$ cat src/rtl/sram_client_arbiter.sv
// -----------------------------------------------------------------------------
// sram_client_arbiter
//
// Lets two Hack-side memory clients share one spi_sram_encoder.
//   client 0 : CPU data port
//   client 1 : display/video fetch port
// Each client holds a level request, plus its address, write enable and write
// data, until it gets a one-cycle ack. The arbiter picks a winner while idle,
// runs a single encoder transaction for that winner and then returns the ack
// (and, for reads, the read data) to it.
//
// Optional build macro: SRAM_ARB_C1_PRIORITY_EN
//   undefined : round-robin on contention (the client that is not `grant` wins)
//   defined   : client 1 wins every simultaneous request
//
// Ports
//   clk, reset          system clock, asynchronous active-low reset
//   cN_req              client N request (level, held until cN_ack)
//   cN_addr             client N address
//   cN_we               client N write enable (1 = write)
//   cN_wdata            client N write data
//   cN_ack              one-cycle completion pulse to client N
//   cN_rdata            client N read data, valid from cN_ack onward
//   enc_request         request to encoder
//   enc_address         address to encoder
//   enc_write_enable    write enable to encoder
//   enc_wdata           write data to encoder (encoder data_out)
//   enc_rdata           read data from encoder (encoder data_in)
//   enc_busy            encoder busy
//   enc_initialized     encoder has finished its SRAM init sequence
//   grant               client owning the current / last transaction
//   active              high while a transaction is in flight
// -----------------------------------------------------------------------------
module sram_client_arbiter #(
  parameter int WORD_WIDTH    = 16,
  parameter int ADDRESS_WIDTH = 16
) (
  input  logic                     clk,
  input  logic                     reset,

  input  logic                     c0_req,
  input  logic [ADDRESS_WIDTH-1:0] c0_addr,
  input  logic                     c0_we,
  input  logic [WORD_WIDTH-1:0]    c0_wdata,
  output logic                     c0_ack,
  output logic [WORD_WIDTH-1:0]    c0_rdata,

  input  logic                     c1_req,
  input  logic [ADDRESS_WIDTH-1:0] c1_addr,
  input  logic                     c1_we,
  input  logic [WORD_WIDTH-1:0]    c1_wdata,
  output logic                     c1_ack,
  output logic [WORD_WIDTH-1:0]    c1_rdata,

  output logic                     enc_request,
  output logic [ADDRESS_WIDTH-1:0] enc_address,
  output logic                     enc_write_enable,
  output logic [WORD_WIDTH-1:0]    enc_wdata,
  input  logic [WORD_WIDTH-1:0]    enc_rdata,
  input  logic                     enc_busy,
  input  logic                     enc_initialized,

  output logic                     grant,
  output logic                     active
);

  // state     | meaning
  // ----------+----------------------------------------------------------
  // IDLE      | no transaction; arbitrate when the encoder is ready
  // ISSUE     | enc_request held high until the encoder reports busy
  // WAIT_DONE | encoder working; finish on the first enc_busy=0 sample
  // RESP      | ack pulse to the granted client, then back to IDLE
  typedef enum logic [1:0] {
    IDLE      = 2'd0,
    ISSUE     = 2'd1,
    WAIT_DONE = 2'd2,
    RESP      = 2'd3
  } state_t;

  state_t                   state, state_d;
  logic                     enc_request_d;
  logic [ADDRESS_WIDTH-1:0] enc_address_d;
  logic                     enc_write_enable_d;
  logic [WORD_WIDTH-1:0]    enc_wdata_d;
  logic                     c0_ack_d, c1_ack_d;
  logic [WORD_WIDTH-1:0]    c0_rdata_d, c1_rdata_d;
  logic                     grant_d;
  logic                     active_d;

  logic                     launch;
  logic                     winner;

  // A new transaction may only start when the encoder will accept it.
  assign launch = enc_initialized && !enc_busy && (c0_req || c1_req);

`ifdef SRAM_ARB_C1_PRIORITY_EN
  // Video fetch owns the bus whenever it asks; the CPU only gets leftovers.
  assign winner = c1_req;
`else
  // On a tie the client that did not own the last transaction goes next.
  // grant resets to 1 so the CPU wins the first tie.
  assign winner = (c0_req && c1_req) ? ~grant : c1_req;
`endif

  always_ff @(posedge clk or negedge reset) begin
    if (!reset) begin
      state            <= IDLE;
      enc_request      <= 1'b0;
      enc_address      <= '0;
      enc_write_enable <= 1'b0;
      enc_wdata        <= '0;
      c0_ack           <= 1'b0;
      c1_ack           <= 1'b0;
      c0_rdata         <= '0;
      c1_rdata         <= '0;
      grant            <= 1'b1;
      active           <= 1'b0;
    end else begin
      state            <= state_d;
      enc_request      <= enc_request_d;
      enc_address      <= enc_address_d;
      enc_write_enable <= enc_write_enable_d;
      enc_wdata        <= enc_wdata_d;
      c0_ack           <= c0_ack_d;
      c1_ack           <= c1_ack_d;
      c0_rdata         <= c0_rdata_d;
      c1_rdata         <= c1_rdata_d;
      grant            <= grant_d;
      active           <= active_d;
    end
  end

  always_comb begin
    state_d            = state;
    enc_request_d      = enc_request;
    enc_address_d      = enc_address;
    enc_write_enable_d = enc_write_enable;
    enc_wdata_d        = enc_wdata;
    c0_ack_d           = 1'b0;
    c1_ack_d           = 1'b0;
    c0_rdata_d         = c0_rdata;
    c1_rdata_d         = c1_rdata;
    grant_d            = grant;
    active_d           = active;

    case (state)
      IDLE: begin
        if (launch) begin
          grant_d       = winner;
          active_d      = 1'b1;
          enc_request_d = 1'b1;
          if (winner) begin
            enc_address_d      = c1_addr;
            enc_write_enable_d = c1_we;
            enc_wdata_d        = c1_wdata;
          end else begin
            enc_address_d      = c0_addr;
            enc_write_enable_d = c0_we;
            enc_wdata_d        = c0_wdata;
          end
          state_d = ISSUE;
        end
      end

      ISSUE: begin
        if (enc_busy) begin
          enc_request_d = 1'b0;
          state_d       = WAIT_DONE;
        end
      end

      WAIT_DONE: begin
        // enc_rdata is only meaningful in the first cycle busy is low again.
        // enc_initialized is deliberately ignored here: once started, a
        // transaction is always allowed to drain.
        if (!enc_busy) begin
          if (grant) begin
            c1_ack_d = 1'b1;
            if (!enc_write_enable) c1_rdata_d = enc_rdata;
          end else begin
            c0_ack_d = 1'b1;
            if (!enc_write_enable) c0_rdata_d = enc_rdata;
          end
          state_d = RESP;
        end
      end

      RESP: begin
        // Clients update req on the ack edge; skipping arbitration for this
        // one cycle keeps a stale req from being serviced twice.
        active_d = 1'b0;
        state_d  = IDLE;
      end

      default: begin
        state_d = IDLE;
      end
    endcase
  end

endmodule
$ cat config.mk
export PLATFORM = sky130hd
export DESIGN_NAME = sram_client_arbiter
export DESIGN_NICKNAME = d
export VERILOG_FILES = /design/src/rtl/sram_client_arbiter.sv
export SDC_FILE = /design/constraint.sdc
export NUM_CORES = 1
export LEC_CHECK = 0
export ABC_CLOCK_PERIOD_IN_PS = 1800
export BUFFER_PORTS_ARGS = -buffer_cell sky130_fd_sc_hd__buf_2
export CAP_MARGIN = 20
export CELL_PAD_IN_SITES_DETAIL_PLACEMENT = 1
export CELL_PAD_IN_SITES_GLOBAL_PLACEMENT = 1
export CORE_ASPECT_RATIO = 1.2
export CORE_MARGIN = 4
export CORE_UTILIZATION = 31
export DETAILED_ROUTE_END_ITERATION = 7
export GPL_TIMING_DRIVEN = 1
export PLACE_DENSITY_LB_ADDON = 0.1
export SYNTH_ARGS = -nofsm -noshare
export SYNTH_HDL_FRONTEND = slang
export SYNTH_SLANG_ARGS = --single-unit
$ cat constraint.sdc
create_clock -name clk -period 1.8 [get_ports clk]
set_clock_uncertainty 0.2 [all_clocks]
set_input_delay 0 -clock clk [delete_from_list [all_inputs] [get_ports clk]]
set_output_delay 0 -clock clk [all_outputs]
set_load 0.01 [all_outputs]
==> run_results.csv, run 1 <==
group,metric,value,unit
outcome,status,"finished, violations left",
outcome,violations,"hold timing, setup timing",
critical_path,reg2regPathDepth,6,
global_routing,grt_first_pass_wirelength,16710,µm
clocking,cts_htree_levels,3,
critical_path,timing.critical_path.buf_inv,2,
power,power_per_cell_area,1415,mW/mm²
critical_path,timing.setup.critical_path_class,"flip-flop to flip-flop",
die,num_rows,40,
die,core,0.01001,mm²
sta,min_period_over_period,103.1,%
global_routing,grt.met1_usage,20.10,%
die,die-area,0.01189,mm²
drt,dr_total_vias,2967,
power,irDropWorstVdd,552.8,µV
drt,viasPerCell,4.614,
critical_path,end_kind,"flip-flop",
global_routing,grt_util_met3,4.841,%
final_layout,area_growth_syn_to_layout,79.03,%
die,pin_count,158,
critical_path,critPathLaunchType,"flip-flop",
sta,timing.hold.ws,-0.001886,ns
sta,rsz0062_at_grt,"yes",
final_layout,post-route-util,56.57,%
clocking,cts.sinks,72,
final_layout,nNetsFinal,605,
critical_path,path_delay_family,"flip-flops",
global_routing,grt_pass1_vias,3263,
synthesis,postSynthRegisterBits,72,
final_layout,n_antenna_cell,0,
die,initial_utilization,31.60,%
flow_run,cap_violations,0,
final_layout,layout.cell_area.non_filler,0.005663,mm²
hold_path,hold_class,"primary input to async pin",
sta,tightest_slew,0.5473,ns
clocking,cts_inserted_buffers,9,
final_layout,layout-drive-gt1-share,48.36,%
clocking,cts_root_cell,"sky130_fd_sc_hd__clkbuf_16",
global_routing,grtUsageTotal,17.93,%
synthesis,synthesis.yosys.warnings,0,
synthesis,post_synth_inst_count,244,
sta,period_minus_slack,1.856,ns
clocking,clk_pin_slew,0.06,ns
sta,final_critical_path_setup_slack,-0.05603,ns
power,total_power,0.008015,W
critical_path,critical-path-slowest-cell,"sky130_fd_sc_hd__dfrtp_1",
sta,fmaxAchievable,538.8,MHz
global_routing,grt_max_degree,57,
die,die_h,118.7,µm
critical_path,timing.critical_path.cells,"buf_4, buf_6, ha_4, and2b_1, a221oi_2, mux2_4",
sta,finalSetupViolations,17,
place,post_dp_hpwl,6365,µm
clocking,tritoncts,"yes",
sta,slew-limit-headroom,63.51,%
critical_path,cp_num_cells,6,
place,portBuffers,157,
drt,drt_pass1_iterations,4,
die,fp.dieW,100.2,µm
drt,drcViolationCount,0,
drt,route.antenna.remaining_nets,0,
critical_path,critPathMaxFanout,2,
place,dpl-instance-area,0.004223,mm²
global_routing,busiest_grt_layer,"met2",
synthesis,synthesis.area,0.003163,mm²
critical_path,required,1.80,ns
clocking,clk_lat_worst_skew,0.32,ns
clocking,ctsLongestPathBuffers,2,
global_routing,grt_antenna_before_repair,0,
critical_path,crit_path_max_incr_delay,0.39,ns
sta,final-hold-violation-count,3,
synthesis,mapped_nets,336,
drt,number_of_violations_reported_at_the_end_of_detailed_routing_iteration_0,44,
power,total_leakage_power,2.883,nW
place,gp_congestion,0.7011,
critical_path,crit_arrival,1.86,ns
drt,route.final.wire_length,11270,µm
synthesis,syn-mean-instance-area,12.96,µm²
critical_path,ff2ff_setup_slack,-0.06,ns
sta,report.final.slew_viol_count,0,
global_routing,globalRouteOverflowTotal,0,
synthesis,synth_cell_types,27,
drt,wire_per_inst,17.53,µm
global_routing,met2_usage,30.43,%
synthesis,seq_area_frac_synth,57.00,%
-- logic make-up after synthesis --
kind of cell | share of synthesized area (%)
AO/OA/AOI/OAI | 7.121
adder cells (fa/ha/maj) | 1.582
buffers and inverters | 4.390
flip-flops | 57.00
multiplexers | 24.37
AND/OR/NAND/NOR | 5.538
-- metrics by stage --
stage	std cells	hold slack, ns	setup slack, ns	TNS, ns
floorplan	244	-0.4956	-0.03050	-0.5658
global placement	525	-0.1726	-0.04597	-0.4331
detailed placement	525	-0.1643	-0.1391	-2.395
CTS	631	0.02901	-0.03845	-0.4763
global route	643	0.04591	-0.1468	-2.936
finish	643	-0.001886	-0.05603	-0.4421
-- flip-flops by register name, summed over array words and instances, names as in the netlist --
name	cells
enc_request	1
state	2
c1_ack	1
enc_wdata	16
c0_ack	1
enc_address	16
c1_rdata	16
c0_rdata	16
enc_write_enable	1
active	1
grant	1
-- synth_stat cells --
library cell                 n  area, µm²
sky130_fd_sc_hd__dfrtp_1    71       1777
sky130_fd_sc_hd__mux2i_1    35      350.3
sky130_fd_sc_hd__nand2_1    34      127.6
sky130_fd_sc_hd__o21ai_0    33      165.2
sky130_fd_sc_hd__mux2_2     23      259.0
sky130_fd_sc_hd__mux2_4     10      150.1
sky130_fd_sc_hd__buf_2       4      20.02
sky130_fd_sc_hd__clkbuf_1    4      15.01
sky130_fd_sc_hd__ha_1        4      50.05
sky130_fd_sc_hd__inv_1       4      15.01
sky130_fd_sc_hd__buf_4       3      22.52
sky130_fd_sc_hd__and2b_1     2      15.01
sky130_fd_sc_hd__buf_12      2      40.04
sky130_fd_sc_hd__buf_6       2      22.52
sky130_fd_sc_hd__a21boi_0    1      7.510
sky130_fd_sc_hd__a221oi_1    1      8.760
sky130_fd_sc_hd__a22o_1      1      8.760
sky130_fd_sc_hd__and3_4      1      11.26
sky130_fd_sc_hd__dfstp_2     1      26.28
sky130_fd_sc_hd__inv_2       1      3.750
sky130_fd_sc_hd__mux2_1      1      11.26
sky130_fd_sc_hd__nor2b_4     1      13.76
sky130_fd_sc_hd__nor3b_1     1      7.510
sky130_fd_sc_hd__o2111ai_1   1      8.760
sky130_fd_sc_hd__o211ai_1    1      7.510
sky130_fd_sc_hd__o2bb2ai_1   1      8.760
sky130_fd_sc_hd__o32a_1      1      10.01
-- placed cells by master, fill, tap and decap left out, types with 2 or more instances in the layout --
master,n
sky130_fd_sc_hd__nand2_1,34
sky130_fd_sc_hd__ha_4,3
sky130_fd_sc_hd__mux2i_1,35
sky130_fd_sc_hd__clkbuf_16,13
sky130_fd_sc_hd__o21ai_1,5
sky130_fd_sc_hd__clkinv_2,2
sky130_fd_sc_hd__inv_2,3
sky130_fd_sc_hd__buf_12,6
sky130_fd_sc_hd__inv_1,2
sky130_fd_sc_hd__mux2_4,27
sky130_fd_sc_hd__buf_2,156
sky130_fd_sc_hd__clkbuf_8,2
sky130_fd_sc_hd__dfrtp_1,70
sky130_fd_sc_hd__buf_6,5
sky130_fd_sc_hd__mux2_2,7
sky130_fd_sc_hd__dlygate4sd3_1,86
sky130_fd_sc_hd__o21ai_0,28
sky130_fd_sc_hd__buf_4,16
-- repair_timing --
action,in CTS,in global routing
endpoints found under the setup margin,33,61
pin swaps,1,4
gates cloned,1,6
hold buffers,86,0
setup buffers,4,6
gates resized for setup,12,15
endpoints found under the hold margin,142,0
-- cell type report --
| class | instances | area [µm²] |
|---|---|---|
| well taps | 126 | 157.7 |
| multi-input cells | 152 | 1370 |
| flip-flops and latches | 72 | 1804 |
| fillers | 1070 | 4347 |
| clock inverters | 3 | 17.52 |
| repair buffers | 273 | 2038 |
| inverters | 5 | 18.77 |
| clock buffers | 12 | 256.5 |
-- worst paths after layout --
| path | start | end |
|---|---|---|
| hold / removal | reset | c0_rdata[10]$_DFFE_PN0P_ |
| min in group clk | enc_busy | state[0]$_DFFE_PN0P_ |
| hold reg to reg | enc_address[0]$_DFFE_PN0P_ | enc_address[0]$_DFFE_PN0P_ |
| max in group asynchronous | reset | enc_address[9]$_DFFE_PN0P_ |
| setup reg to reg | state[0]$_DFFE_PN0P_ | state[1]$_DFFE_PN0P_ |
| setup / recovery | state[0]$_DFFE_PN0P_ | state[1]$_DFFE_PN0P_ |
-- report_power, final --
part / switching [W] / internal, W
Sequential: 0.000448 / 0.00240
Combinational: 0.00159 / 0.00194
Clock: 0.000634 / 0.000995
Total: 0.00267 / 0.00534
-- layer usage --
metal  part of all wire [%]  up-vias
met5                      0        -
met4                    3.3        0
met3                    6.8       29
met2                     51      127
met1                     38     1426
li1                       -     1385
(Power assumes the default switching activity.)
==> inputs of run 2 (changes only) <==
ABC_CLOCK_PERIOD_IN_PS = 2270   (was 1800)
CORE_UTILIZATION = 37   (was 31)
clock period = 2.27 ns   (was 1.8 ns; I/O delays follow)
==> run_results.csv, run 2 (synthesized netlist as in run 1, its figures left out) <==
group,metric,value,unit
sta,period_minus_slack,2.105,ns
place,portBuffers,157,
die,initial_utilization,38.37,%
drt,detailroute.wirelength.met3,786,µm
global_routing,grtUsageTotal,21.68,%
global_routing,grt_first_pass_wirelength,16730,µm
sta,final_critical_path_setup_slack,0.1651,ns
final_layout,layout-drive-gt1-share,44.35,%
clocking,cts.sinks,72,
final_layout,nNetsFinal,583,
final_layout,n_antenna_cell,0,
final_layout,area_growth_syn_to_layout,64.16,%
die,core,0.008243,mm²
sta,slew-limit-headroom,72.34,%
drt,detail_route.wirelength.met1,3848,µm
critical_path,timing.setup.critical_path_class,"flip-flop to flip-flop",
drt,highest_layer,"met4",
global_routing,grt_pass1_vias,3259,
outcome,status,"completed",
die,fp.dieW,92.41,µm
flow_run,cap_violations,0,
hold_path,hold_class,"primary input to flip-flop",
sta,finalSetupViolations,0,
die,num_rows,36,
critical_path,critPathLaunchType,"flip-flop",
final_layout,final_common_cell,"sky130_fd_sc_hd__buf_2",
clocking,clk_lat_worst_skew,0.34,ns
clocking,clk_pin_slew,0.08,ns
drt,wire_per_inst,17.20,µm
final_layout,filler_cells_inserted,888,
global_routing,grt_antenna_before_repair,0,
power,power_per_cell_area,1099,mW/mm²
sta,fmaxAchievable,475.1,MHz
drt,route.final.wire_length,10490,µm
sta,final-hold-violation-count,0,
sta,tightest_slew,0.4131,ns
critical_path,critPathMaxFanout,30,
final_layout,layout.cells.most_common_list,"156 x sky130_fd_sc_hd__buf_2, 86 x sky130_fd_sc_hd__dlygate4sd3_1, 71 x sky130_fd_sc_hd__dfrtp_1",
power,total_leakage_power,2.641,nW
clocking,ctsLongestPathBuffers,2,
die,die-area,0.01010,mm²
clocking,tritoncts,"yes",
drt,viasPerCell,4.685,
sta,report.final.slew_viol_count,0,
place,gp_congestion,0.7178,
drt,drt_pass1_iterations,4,
die,die_h,109.3,µm
clocking,cts_root_cell,"sky130_fd_sc_hd__clkbuf_8",
drt,route.antenna.remaining_nets,0,
drt,dr_total_vias,2858,
clocking,cts_inserted_buffers,9,
drt,number_of_violations_reported_at_the_end_of_detailed_routing_iteration_0,61,
critical_path,required,2.33,ns
power,total_power,0.005708,W
global_routing,grt_max_degree,57,
drt,drcViolationCount,0,
die,pin_count,158,
place,dp_worst_setup_slack,0.2774,ns
global_routing,globalRouteOverflowTotal,0,
critical_path,end_kind,"flip-flop",
sta,min_period_over_period,92.73,%
critical_path,crit_arrival,2.16,ns
drt,met2_wirelength,5534,µm
clocking,cts_htree_levels,3,
sta,rsz0062_at_grt,"no",
sta,final.setup.tns,0,ns
place,post_dp_hpwl,6064,µm
power,irDropWorstVdd,346.9,µV
## run 2: cell count changes in the layout (fill, tap and decap cells not counted), moves of 2 or more
cell,previous run,this run
sky130_fd_sc_hd__inv_2,3,1
sky130_fd_sc_hd__buf_6,5,0
sky130_fd_sc_hd__o21ai_0,28,33
sky130_fd_sc_hd__clkbuf_8,2,11
sky130_fd_sc_hd__o21ai_1,5,0
sky130_fd_sc_hd__ha_4,3,0
sky130_fd_sc_hd__clkbuf_16,13,0
sky130_fd_sc_hd__buf_4,16,4
sky130_fd_sc_hd__mux2_2,7,23
sky130_fd_sc_hd__inv_1,2,4
sky130_fd_sc_hd__mux2_4,27,10
sky130_fd_sc_hd__ha_1,1,4
## run 2: metal layers
layer | vias up | global-route usage [%]
met5 | - | 0
met1 | 1369 | 22.76
met3 | 30 | 6.349
met2 | 120 | 39.81
li1 | 1339 | -
met4 | 0 | 9.979
## run 2: area by class of cell
class | instances | area, µm² | area share [%]
sequential | 72 | 1803 | 34.72
timing repair buffer | 251 | 1772 | 34.12
multi-input combinational | 152 | 1250 | 24.07
clock buffer | 11 | 151.4 | 2.916
tap | 114 | 142.6 | 2.747
clock inverter | 5 | 55.05 | 1.060
inverter | 5 | 18.77 | 0.3614
## run 2: metrics by stage
| stage | cells | cell area [µm²] | hold slack, ns | utilization, % |
|---|---|---|---|---|
| 3_3_place_gp | 506 | 4098 | -0.2044 | 49.71 |
| 3_5_place_dp | 506 | 4098 | -0.1976 | 49.71 |
| 2_1_floorplan | 244 | 3163 | -0.4956 | - |
| 4_1_cts | 609 | 5185 | 0.05869 | 62.90 |
| 5_1_grt | 610 | 5192 | 0.09688 | 62.99 |
| 6_report | 610 | 5192 | 0.05858 | 62.99 |
## run 2: where the power goes
part / internal [W] / leakage (nW) / switching, W / total [W]
Combinational: 0.00123 / 1.66 / 0.00117 / 0.00240
Sequential: 0.00190 / 0.883 / 0.000367 / 0.00227
Clock: 0.000563 / 0.101 / 0.000473 / 0.00104
Total: 0.00370 / 2.64 / 0.00201 / 0.00571
## run 2: critical path: stages (launching register included)
cell and delay [ns]:
sky130_fd_sc_hd__dfstp_2 0.60, sky130_fd_sc_hd__a21boi_4 0.08, sky130_fd_sc_hd__buf_12 0.18, sky130_fd_sc_hd__mux2i_1 0.16, sky130_fd_sc_hd__dlygate4sd3_1 0.58, sky130_fd_sc_hd__o21ai_0 0.20
## run 2: path summary, 6_finish.rpt
path                                       startpoint  slack (ns)  cells past startpoint                         end
max                                 grant$_DFFE_PN1P_        0.17                      5  enc_address[3]$_DFFE_PN0P_
min                                            c1_req        0.06                      4   enc_wdata[15]$_DFFE_PN0P_
max reg2reg                         grant$_DFFE_PN1P_        0.17                      5  enc_address[3]$_DFFE_PN0P_
min reg2reg                enc_address[1]$_DFFE_PN0P_        0.28                      2  enc_address[1]$_DFFE_PN0P_
max in group asynchronous                       reset        1.03                      4           grant$_DFFE_PN1P_
min in group asynchronous                       reset        0.53                      4     c1_rdata[9]$_DFFE_PN0P_
## run 2: repair_timing
action,4_1_cts,5_1_grt
resized for setup,0,0
endpoints found under the setup margin,0,24
hold endpoints to repair,142,0
buffers inserted,0,1
hold buffers,87,0
==> inputs of run 3 (changes only) <==
REMOVE_ABC_BUFFERS = 1   (was default)
==> run_results.csv, run 3 (synthesized netlist as in run 1, its figures left out) <==
group,metric,value,unit
global_routing,grt_antenna_before_repair,0,
critical_path,crit_arrival,2.18,ns
final_layout,layout-drive-gt1-share,44.11,%
place,post_dp_hpwl,5692,µm
die,pin_count,158,
power,power_per_cell_area,1100,mW/mm²
final_layout,layout.cells.most_common_list,"156 x sky130_fd_sc_hd__buf_2, 85 x sky130_fd_sc_hd__dlygate4sd3_1, 71 x sky130_fd_sc_hd__dfrtp_1",
sta,fmaxAchievable,462.8,MHz
global_routing,grtUsageTotal,19.83,%
final_layout,multi_input_area,0.001250,mm²
critical_path,crit_path_max_incr_delay,0.59,ns
critical_path,crit-reg2reg-capture,"enc_wdata[1]$_DFFE_PN0P_",
critical_path,critPathMaxFanout,34,
place,portBuffers,157,
sta,finalSetupViolations,0,
critical_path,end_kind,"flip-flop",
critical_path,reg2regPathDepth,5,
final_layout,final_common_cell,"sky130_fd_sc_hd__buf_2",
critical_path,required,2.29,ns
critical_path,rr_startpoint,"grant$_DFFE_PN1P_",
drt,dr_total_vias,2828,
final_layout,area_growth_syn_to_layout,63.13,%
clocking,post-cts-setup-buffer-count,0,
drt,number_of_violations_reported_at_the_end_of_detailed_routing_iteration_0,59,
clocking,tritoncts,"yes",
outcome,status,"completed",
drt,viasPerCell,4.667,
die,initial_utilization,38.37,%
place,gp_congestion,0.7614,
drt,drt_pass1_iterations,4,
clocking,cts_inserted_buffers,9,
clocking,clk_pin_slew,0.08,ns
drt,route.antenna.remaining_nets,0,
sta,tightest_slew,0.5135,ns
power,total_power,0.005675,W
clocking,ctsLongestPathBuffers,2,
global_routing,globalRouteOverflowTotal,0,
sta,rsz0062_at_grt,"no",
hold_path,hold_class,"primary input to async pin",
final_layout,nNetsFinal,579,
sta,period_minus_slack,2.161,ns
drt,route.final.wire_length,9663,µm
final_layout,filler_cells_inserted,880,
die,core,0.008243,mm²
power,total_leakage_power,2.622,nW
clocking,clk_lat_worst_skew,0.35,ns
critical_path,critPathLaunchType,"flip-flop",
final_layout,area.sequential,0.001803,mm²
sta,min_period_over_period,95.19,%
power,irDropWorstVdd,443.4,µV
sta,report.final.slew_viol_count,0,
global_routing,grt_max_degree,73,
critical_path,path_delay_family,"buffers and inverters",
die,die_h,109.3,µm
critical_path,ff2ff_setup_slack,0.11,ns
clocking,cts.sinks,72,
die,num_rows,36,
sta,final-hold-violation-count,0,
clocking,cts_htree_levels,3,
global_routing,grt_first_pass_wirelength,15460,µm
flow_run,cap_violations,0,
drt,drcViolationCount,0,
clocking,cts_root_cell,"sky130_fd_sc_hd__clkbuf_8",
final_layout,n_antenna_cell,0,
global_routing,grt_pass1_vias,3151,
die,fp.dieW,92.41,µm
sta,timing.hold.ws,0.009922,ns
sta,slew-limit-headroom,65.75,%
die,die-area,0.01010,mm²
critical_path,timing.critical_path.cells,"a21boi_4, buf_12, mux2i_1, dlygate4sd3_1, o21ai_0",
drt,wire_per_inst,15.95,µm
critical_path,critical-path-slowest-cell,"sky130_fd_sc_hd__dlygate4sd3_1",
critical_path,timing.critical_path.buf_inv,2,
critical_path,timing.setup.critical_path_class,"flip-flop to flip-flop",
==> run 3: per-stage QoR <==
step | instances | setup TNS, ns | utilization [%] | area [µm²] | worst slack [ns]
final | 606 | 0 | 62.60 | 5160 | 0.1091
after global routing | 606 | 0 | 62.60 | 5160 | 0.02524
after CTS | 606 | 0 | 62.60 | 5160 | 0.2031
after detailed placement | 505 | 0 | 49.77 | 4103 | 0.2768
after global placement | 505 | 0 | 49.77 | 4103 | 0.3670
after floorplan | 229 | -86.12 | - | 3043 | -2.536
==> run 3: worst register-to-register path: stages (launching register included) <==
cell and delay [ns]:
sky130_fd_sc_hd__dfstp_2 0.41, sky130_fd_sc_hd__a21boi_4 0.18, sky130_fd_sc_hd__buf_12 0.26, sky130_fd_sc_hd__mux2i_1 0.32, sky130_fd_sc_hd__dlygate4sd3_1 0.59, sky130_fd_sc_hd__o21ai_0 0.07
==> run 3: per-layer routing <==
metal	GRT usage (%)	wire length (µm)	up-vias	part of all wire, %
li1	-	-	1336	-
met3	6.280	808	17	8.4
met5	0	0	-	0
met1	21.80	3720	1362	38
met2	35.10	4913	113	51
met4	8.705	221	0	2.3
==> run 3: how the worst max path moves through the flow <==
stage | from | end | slack, ns | depth (start not counted)
after floorplan | grant$_DFFE_PN1P_ | enc_address[0]$_DFFE_PN0P_ | -2.54 | 3
after global placement | state[0]$_DFFE_PN0P_ | c0_rdata[9]$_DFFE_PN0P_ | 0.37 | 6
after detailed placement | state[0]$_DFFE_PN0P_ | c0_rdata[7]$_DFFE_PN0P_ | 0.28 | 6
after CTS | grant$_DFFE_PN1P_ | enc_wdata[12]$_DFFE_PN0P_ | 0.20 | 5
after global routing | grant$_DFFE_PN1P_ | enc_wdata[1]$_DFFE_PN0P_ | 0.03 | 5
final | grant$_DFFE_PN1P_ | enc_wdata[1]$_DFFE_PN0P_ | 0.11 | 5
==> run 3: power breakdown <==
part           switching (W)  leakage [nW]  internal, W
Sequential          0.000337         0.883      0.00190
Combinational        0.00116          1.64      0.00124
Clock               0.000481         0.101     0.000564
==> run 3: what timing repair did <==
action,in CTS,in global routing
hold endpoints to repair,143,0
hold buffers,85,0
resized for setup,0,1
setup endpoints to repair,0,1
==> run 3: cell type report <==
type / instances / area share, %
multi-input combinational: 152 / 24.22
timing repair buffer: 247 / 33.71
clock inverter: 5 / 1.067
sequential: 72 / 34.94
tap: 114 / 2.764
inverter: 5 / 0.3637
clock buffer: 11 / 2.934
